`src/rtl/board_io_pkg.sv`:
```
// board_io_pkg
//   Shared definitions for the board I/O conditioning block:
//   - led_mode encodings (LED_PASS, LED_PWM, LED_HB, LED_WALK)
//   - default debounce and reset-stretch lengths used by board_io_ctrl
//   - cnt_width(): counter width for a modulo-n counter, never below 1 bit
package board_io_pkg;

  typedef enum logic [1:0] {
    LED_PASS = 2'd0,
    LED_PWM  = 2'd1,
    LED_HB   = 2'd2,
    LED_WALK = 2'd3
  } led_mode_e;

  localparam int DEF_DEBOUNCE_CYC = 1000;
  localparam int DEF_RST_STRETCH  = 16;

  // Width needed to count 0..n-1; a degenerate n=1 counter still gets one bit.
  function automatic int cnt_width(input int n);
    return (n > 1) ? $clog2(n) : 1;
  endfunction

endpackage

```
`src/rtl/sw_debounce.sv`:
```
// sw_debounce
//   Conditions one slide switch: 2-flop synchroniser, stable-count debounce
//   and a rising-edge pulse on the debounced level.
// Ports:
//   clk      in   system clock
//   reset    in   synchronous, active-high reset
//   sw_raw   in   asynchronous switch pin
//   sw_db    out  debounced level; changes only after DEBOUNCE_CYC
//                 consecutive cycles of disagreement with the synced input
//   sw_rise  out  high for the first cycle in which sw_db reads 1 after 0
module sw_debounce
  import board_io_pkg::*;
#(
  parameter int DEBOUNCE_CYC = DEF_DEBOUNCE_CYC
) (
  input  logic clk,
  input  logic reset,
  input  logic sw_raw,
  output logic sw_db,
  output logic sw_rise
);

  localparam int               CNT_W    = cnt_width(DEBOUNCE_CYC);
  localparam logic [CNT_W-1:0] CNT_LAST = CNT_W'(DEBOUNCE_CYC - 1);

  logic             sync_p0;
  logic             sync_p1;
  logic [CNT_W-1:0] cnt;

  // Stage p0/p1: metastability synchroniser, p1 is the usable value
  always_ff @(posedge clk) begin
    if (reset) begin
      sync_p0 <= 1'b0;
      sync_p1 <= 1'b0;
    end else begin
      sync_p0 <= sw_raw;
      sync_p1 <= sync_p0;
    end
  end

  // Debounce: any cycle of agreement restarts the count, so a glitch can
  // never accumulate towards a level change.
  always_ff @(posedge clk) begin
    if (reset) begin
      cnt     <= '0;
      sw_db   <= 1'b0;
      sw_rise <= 1'b0;
    end else begin
      sw_rise <= 1'b0;
      if (sync_p1 == sw_db) begin
        cnt <= '0;
      end else if (cnt == CNT_LAST) begin
        cnt     <= '0;
        sw_db   <= sync_p1;
        sw_rise <= sync_p1;
      end else begin
        cnt <= cnt + 1'b1;
      end
    end
  end

endmodule

```
`src/rtl/board_io_ctrl.sv`:
```
// board_io_ctrl
//   Board-level I/O conditioning between FPGA pins and the CPU core.
// Ports:
//   clk        in   system clock
//   reset      in   synchronous, active-high block reset
//   sw_raw     in   [NUM_SW]   asynchronous switch pins
//   sw_db      out  [NUM_SW]   debounced switch levels
//   sw_rise    out  [NUM_SW]   one-cycle pulse on each debounced 0->1
//   cpu_reset  out             CPU reset: high while reset or sw_db[0] is
//                              high, then for RST_STRETCH further cycles
//   led_in     in   [NUM_LED]  LED bus from the CPU
//   led_mode   in   [2]        0 pass, 1 pwm, 2 heartbeat, 3 walking one
//   pwm_duty   in   [PWM_BITS] lit cycles per 2^PWM_BITS in pwm mode
//   led_out    out  [NUM_LED]  registered LED pins
module board_io_ctrl
  import board_io_pkg::*;
#(
  parameter int NUM_SW       = 4,
  parameter int NUM_LED      = 8,
  parameter int DEBOUNCE_CYC = DEF_DEBOUNCE_CYC,
  parameter int RST_STRETCH  = DEF_RST_STRETCH,
  parameter int PWM_BITS     = 4,
  parameter int HB_CYC       = 500,
  parameter int WALK_CYC     = 250
) (
  input  logic                clk,
  input  logic                reset,
  input  logic [NUM_SW-1:0]   sw_raw,
  output logic [NUM_SW-1:0]   sw_db,
  output logic [NUM_SW-1:0]   sw_rise,
  output logic                cpu_reset,
  input  logic [NUM_LED-1:0]  led_in,
  input  logic [1:0]          led_mode,
  input  logic [PWM_BITS-1:0] pwm_duty,
  output logic [NUM_LED-1:0]  led_out
);

  localparam int               RST_W     = cnt_width(RST_STRETCH + 1);
  localparam logic [RST_W-1:0] RST_LOAD  = RST_W'(RST_STRETCH);
  localparam int               HB_W      = cnt_width(HB_CYC);
  localparam logic [HB_W-1:0]  HB_LAST   = HB_W'(HB_CYC - 1);
  localparam int               WALK_W    = cnt_width(WALK_CYC);
  localparam logic [WALK_W-1:0] WALK_LAST = WALK_W'(WALK_CYC - 1);

  // Switch conditioning, one independent channel per switch
  for (genvar g = 0; g < NUM_SW; g++) begin : g_sw
    sw_debounce #(
      .DEBOUNCE_CYC(DEBOUNCE_CYC)
    ) u_sw_debounce (
      .clk    (clk),
      .reset  (reset),
      .sw_raw (sw_raw[g]),
      .sw_db  (sw_db[g]),
      .sw_rise(sw_rise[g])
    );
  end

  // Reset stretcher. The counter holds RST_STRETCH while the cause is
  // present and drains once it clears; the output is combined with the
  // cause combinationally so cpu_reset rises in the same cycle as sw_db[0].
  logic             rst_cause;
  logic [RST_W-1:0] rst_cnt;

  assign rst_cause = reset | sw_db[0];

  always_ff @(posedge clk) begin
    if (rst_cause) begin
      rst_cnt <= RST_LOAD;
    end else if (rst_cnt != '0) begin
      rst_cnt <= rst_cnt - 1'b1;
    end
  end

  assign cpu_reset = rst_cause | (rst_cnt != '0);

  // Free-running PWM and heartbeat timebases, independent of led_mode
  logic [PWM_BITS-1:0] pwm_cnt;
  logic [HB_W-1:0]     hb_cnt;
  logic                hb;
  logic                pwm_lit;

  always_ff @(posedge clk) begin
    if (reset) begin
      pwm_cnt <= '0;
      hb_cnt  <= '0;
      hb      <= 1'b0;
    end else begin
      pwm_cnt <= pwm_cnt + 1'b1;
      if (hb_cnt == HB_LAST) begin
        hb_cnt <= '0;
        hb     <= ~hb;
      end else begin
        hb_cnt <= hb_cnt + 1'b1;
      end
    end
  end

  assign pwm_lit = (pwm_cnt < pwm_duty);

  // Walking-one pointer; parked on bit 0 whenever walk mode is not selected
  // so every entry into walk mode starts from the first LED.
  led_mode_e          mode;
  logic [NUM_LED-1:0] walk_ptr;
  logic [WALK_W-1:0]  walk_cnt;

  assign mode = led_mode_e'(led_mode);

  always_ff @(posedge clk) begin
    if (reset || (mode != LED_WALK)) begin
      walk_ptr <= NUM_LED'(1);
      walk_cnt <= '0;
    end else if (walk_cnt == WALK_LAST) begin
      walk_cnt <= '0;
      walk_ptr <= {walk_ptr[NUM_LED-2:0], walk_ptr[NUM_LED-1]};
    end else begin
      walk_cnt <= walk_cnt + 1'b1;
    end
  end

  // Output stage: LED mux registered onto the pins
  always_ff @(posedge clk) begin
    if (reset) begin
      led_out <= '0;
    end else begin
      case (mode)
        LED_PASS: led_out <= led_in;
        LED_PWM:  led_out <= led_in & {NUM_LED{pwm_lit}};
        LED_HB:   led_out <= {led_in[NUM_LED-1:1], hb};
        LED_WALK: led_out <= walk_ptr;
        default:  led_out <= led_in;
      endcase
    end
  end

endmodule

```
`config.mk`:
```
export PLATFORM = sky130hd
export DESIGN_NAME = board_io_ctrl
export DESIGN_NICKNAME = d
export VERILOG_FILES = /design/src/rtl/board_io_pkg.sv /design/src/rtl/sw_debounce.sv /design/src/rtl/board_io_ctrl.sv
export SDC_FILE = /design/constraint.sdc
export NUM_CORES = 1
export LEC_CHECK = 0
export CAP_MARGIN = 25
export CORE_AREA = 8 8 100 102
export CTS_CLUSTER_SIZE = 25
export DETAILED_ROUTE_END_ITERATION = 12
export DIE_AREA = 0 0 108 110
export PLACE_DENSITY_LB_ADDON = 0.3
export SETUP_SLACK_MARGIN = 0.5
export SYNTH_ARGS = -nofsm -noshare
export SYNTH_HDL_FRONTEND = slang
export SYNTH_SLANG_ARGS = --single-unit
export TNS_END_PERCENT = 1
```
`constraint.sdc`:
```
create_clock -name clk -period 4.6 [get_ports clk]
set_clock_uncertainty 0.1 [all_clocks]
set_input_delay 0.46 -clock clk [delete_from_list [all_inputs] [get_ports clk]]
set_output_delay 0.46 -clock clk [all_outputs]
set_load 0.01 [all_outputs]
```
==> run summary <==
Vias: 3101
Synth cell types: 48
Die Y: 110 um
CP Launch Type: flop
FMAX: 0.423 GHz
Status: complete, no violations
Clk slew on worst S/H paths: 100 ps
Clock latency on the worst-skew pair: 340 ps
Overflow after GRT: 0
Area contributors post-synth: dfxtp_1 (47%), nor2_1 (6.1%), xnor2_1 (4.8%), ha_1 (3.6%), xor2_1 (3.1%)
R2R Path End: walk_cnt[0]
Worst Tran Pin Value: 928 ps
Global-route wire length before repair: 13.4 mm
PwrDens: 327 nW/um2
Die ar.: 11900 um2
Unrepaired setup endpoints after global routing: no
Gp weighted congestion: 0.788
Total negative setup slack: 0 ps
DR pass1 iterations: 4
Critical path arrival: 1810 ps
Worst r2r path cells: 5
Hold Path End: g_sw[3].u_sw_debounce.sync_p1
Width of the die: 108 um
Setup Viol. Count Final: 0
CP required: 4040 ps
Ys Warns: 0
Post-route cell area: 4750 um2
Reg-to-Reg Start: walk_cnt[0]
Starting Density: 0.496
Row count: 34
Port Buf Inserts: 36
Post-CTS sizing: 0
H-tree levels: 3
Largest net degree at the start of global routing: 47
Fillers: 756
Setup repair bufs after CTS: 0
Clock Root Buffer: clkbuf_8
Total power: 1550 uW
Leak pwr: 0.00170 uW
Layout area overhead: 13.1%
Clk sinks: 99
Max-cap violations: 0
VDD IR max: 202 uV
Final std cells w/o fill: 595
Wire per inst: 12.9 um
Yosys reg bits: 99
R2r setup slk: 2500 ps
Post-route core utilization: 0.561
Layout cells sized above 1: 0.0554
Drt via density: 5.21
First DRT Iteration DRCs: 117
Placed cells: 579
Most frequent cells in the layout: dfxtp_1 (99), nor2_1 (68), clkdlybuf4s50_1 (36)
Post-DP HPWL: 5.75 mm
Post-Syn Area per Cell: 9.23 um2
Hold depth: 1
Seq/Total Area, Yosys: 0.472
Hold buffers post-CTS: 0
Nets: 514
Most common cell after layout, fill and taps aside: dfxtp_1
Endpoints failing hold: 0
Final max-slew violation count: 0
I/O Pins: 37
Worst setup EP type: output pin
Period minus WS final: 2370 ps
Ys flop type: dfxtp_1
Total CTS buffers: 9
Crit-path max FO: 3
Post-route ant nets: 0
WL final: 7.68 mm
Synth top area share: 0.472
Gr usage total: 0.136
Post-synth ARST share: 0
Clk buf depth: 2
HP Class: reg2reg
Drt drc: 0
Synth area leader: dfxtp_1
Final period utilization: 0.514
Synthesized cell area: 4200 um2
Placed cell areas: 4570 um2
CTS tree: built
Post-synth EDFFs: 0
Hold path start: g_sw[3].u_sw_debounce.sync_p0
Vias in the first global route: 3025
Total core area: 8470 um2
Ant. Diodes: 0
Synth Net Count: 487
Relative slew slack: 0.380
Initial antenna violation count: 0
Setup CP Type: reg2out
Gate Count Post-Synth: 455
## flip-flops by register name, indices dropped and copies added (netlist names)
signal                      count
g_sw.u_sw_debounce.sw_rise      4
g_sw.u_sw_debounce.sw_db        4
g_sw.u_sw_debounce.cnt         40
g_sw.u_sw_debounce.sync_p0      4
g_sw.u_sw_debounce.sync_p1      4
pwm_cnt                         4
led_out                         8
hb_cnt                          9
rst_cnt                         5
hb                              1
walk_ptr                        8
walk_cnt                        8
## cell usage after synthesis, types with 2 or more instances
cell type / count
nor4b_1: 3
nor3_1: 10
nand2b_1: 6
and3_1: 12
nand2_1: 28
a21oi_1: 18
and4_1: 5
xor2_1: 15
dfxtp_1: 99
buf_1: 2
xnor2_1: 23
buf_2: 4
and2_1: 5
o211a_1: 2
inv_1: 16
nand4_1: 10
o21ai_0: 6
a31oi_1: 10
o211ai_1: 4
nand3_1: 23
clkbuf_1: 4
o221a_2: 4
a311oi_1: 8
nor2_1: 68
nor2b_1: 13
mux2i_1: 11
ha_1: 12
a21o_1: 2
buf_4: 10
or3_1: 4
## logic make-up after synthesis
family                     count (synthesis)  share of synthesized area
AOI/OAI and AO/OA                         60                      0.103
adders and majority gates                 12                     0.0358
DFF                                       99                      0.472
muxes                                     11                     0.0262
xor gates and xnor gates                  38                     0.0793
buffers and inverters                     38                     0.0459
and+or+nand+nor                          197                      0.238
## metal layers
| metal | global-route usage | vias up | part of all wire |
|---|---|---|---|
| met5 | 0 | - | 0 |
| met4 | 0.0396 | 0 | 0.012 |
| met3 | 0.0337 | 8 | 0.032 |
| met2 | 0.240 | 34 | 0.50 |
| met1 | 0.159 | 1436 | 0.45 |
| li1 | - | 1623 | - |
## worst max-delay path: stages (launching register included)
cell and delay (ps):
dfxtp_1 380, inv_1 60, ha_1 220, nor3b_2 170, nand3_1 80, clkdlybuf4s50_1 540
## worst max path at each step
stage                            from     endpoint  slack [ps]
after floorplan           pwm_duty[3]   led_out[0]        2910
after global placement    led_mode[1]  walk_cnt[5]        2240
after detailed placement  led_mode[1]  walk_cnt[5]        2190
after CTS                  rst_cnt[0]    cpu_reset        2200
after global routing       rst_cnt[0]    cpu_reset        2130
final                      rst_cnt[0]    cpu_reset        2230
## area by class of cell
cell class              instances  area [um2]  share of cell area
clock buffers                   9         124              0.0261
clock inverters                 7        51.3              0.0108
inverters                      17        63.8              0.0134
multi-input cells             318        2020               0.426
flip-flops and latches         99        1980               0.417
well taps                     108         135              0.0285
repair buffers                 37         368              0.0775
## power by group
group,internal [uW],switching [uW]
Combinational,75.4,69.2
Clock,200,293
Sequential,891,23.9
Total,1170,386
## per-stage QoR
stage / hold slack [ps] / setup WS [ps]
floorplan: 314 / 2910
global placement: 325 / 2240
detailed placement: 324 / 2190
CTS: 336 / 2200
global route: 361 / 2130
finish: 332 / 2230
Note: power is estimated with default switching activity, not from simulation.
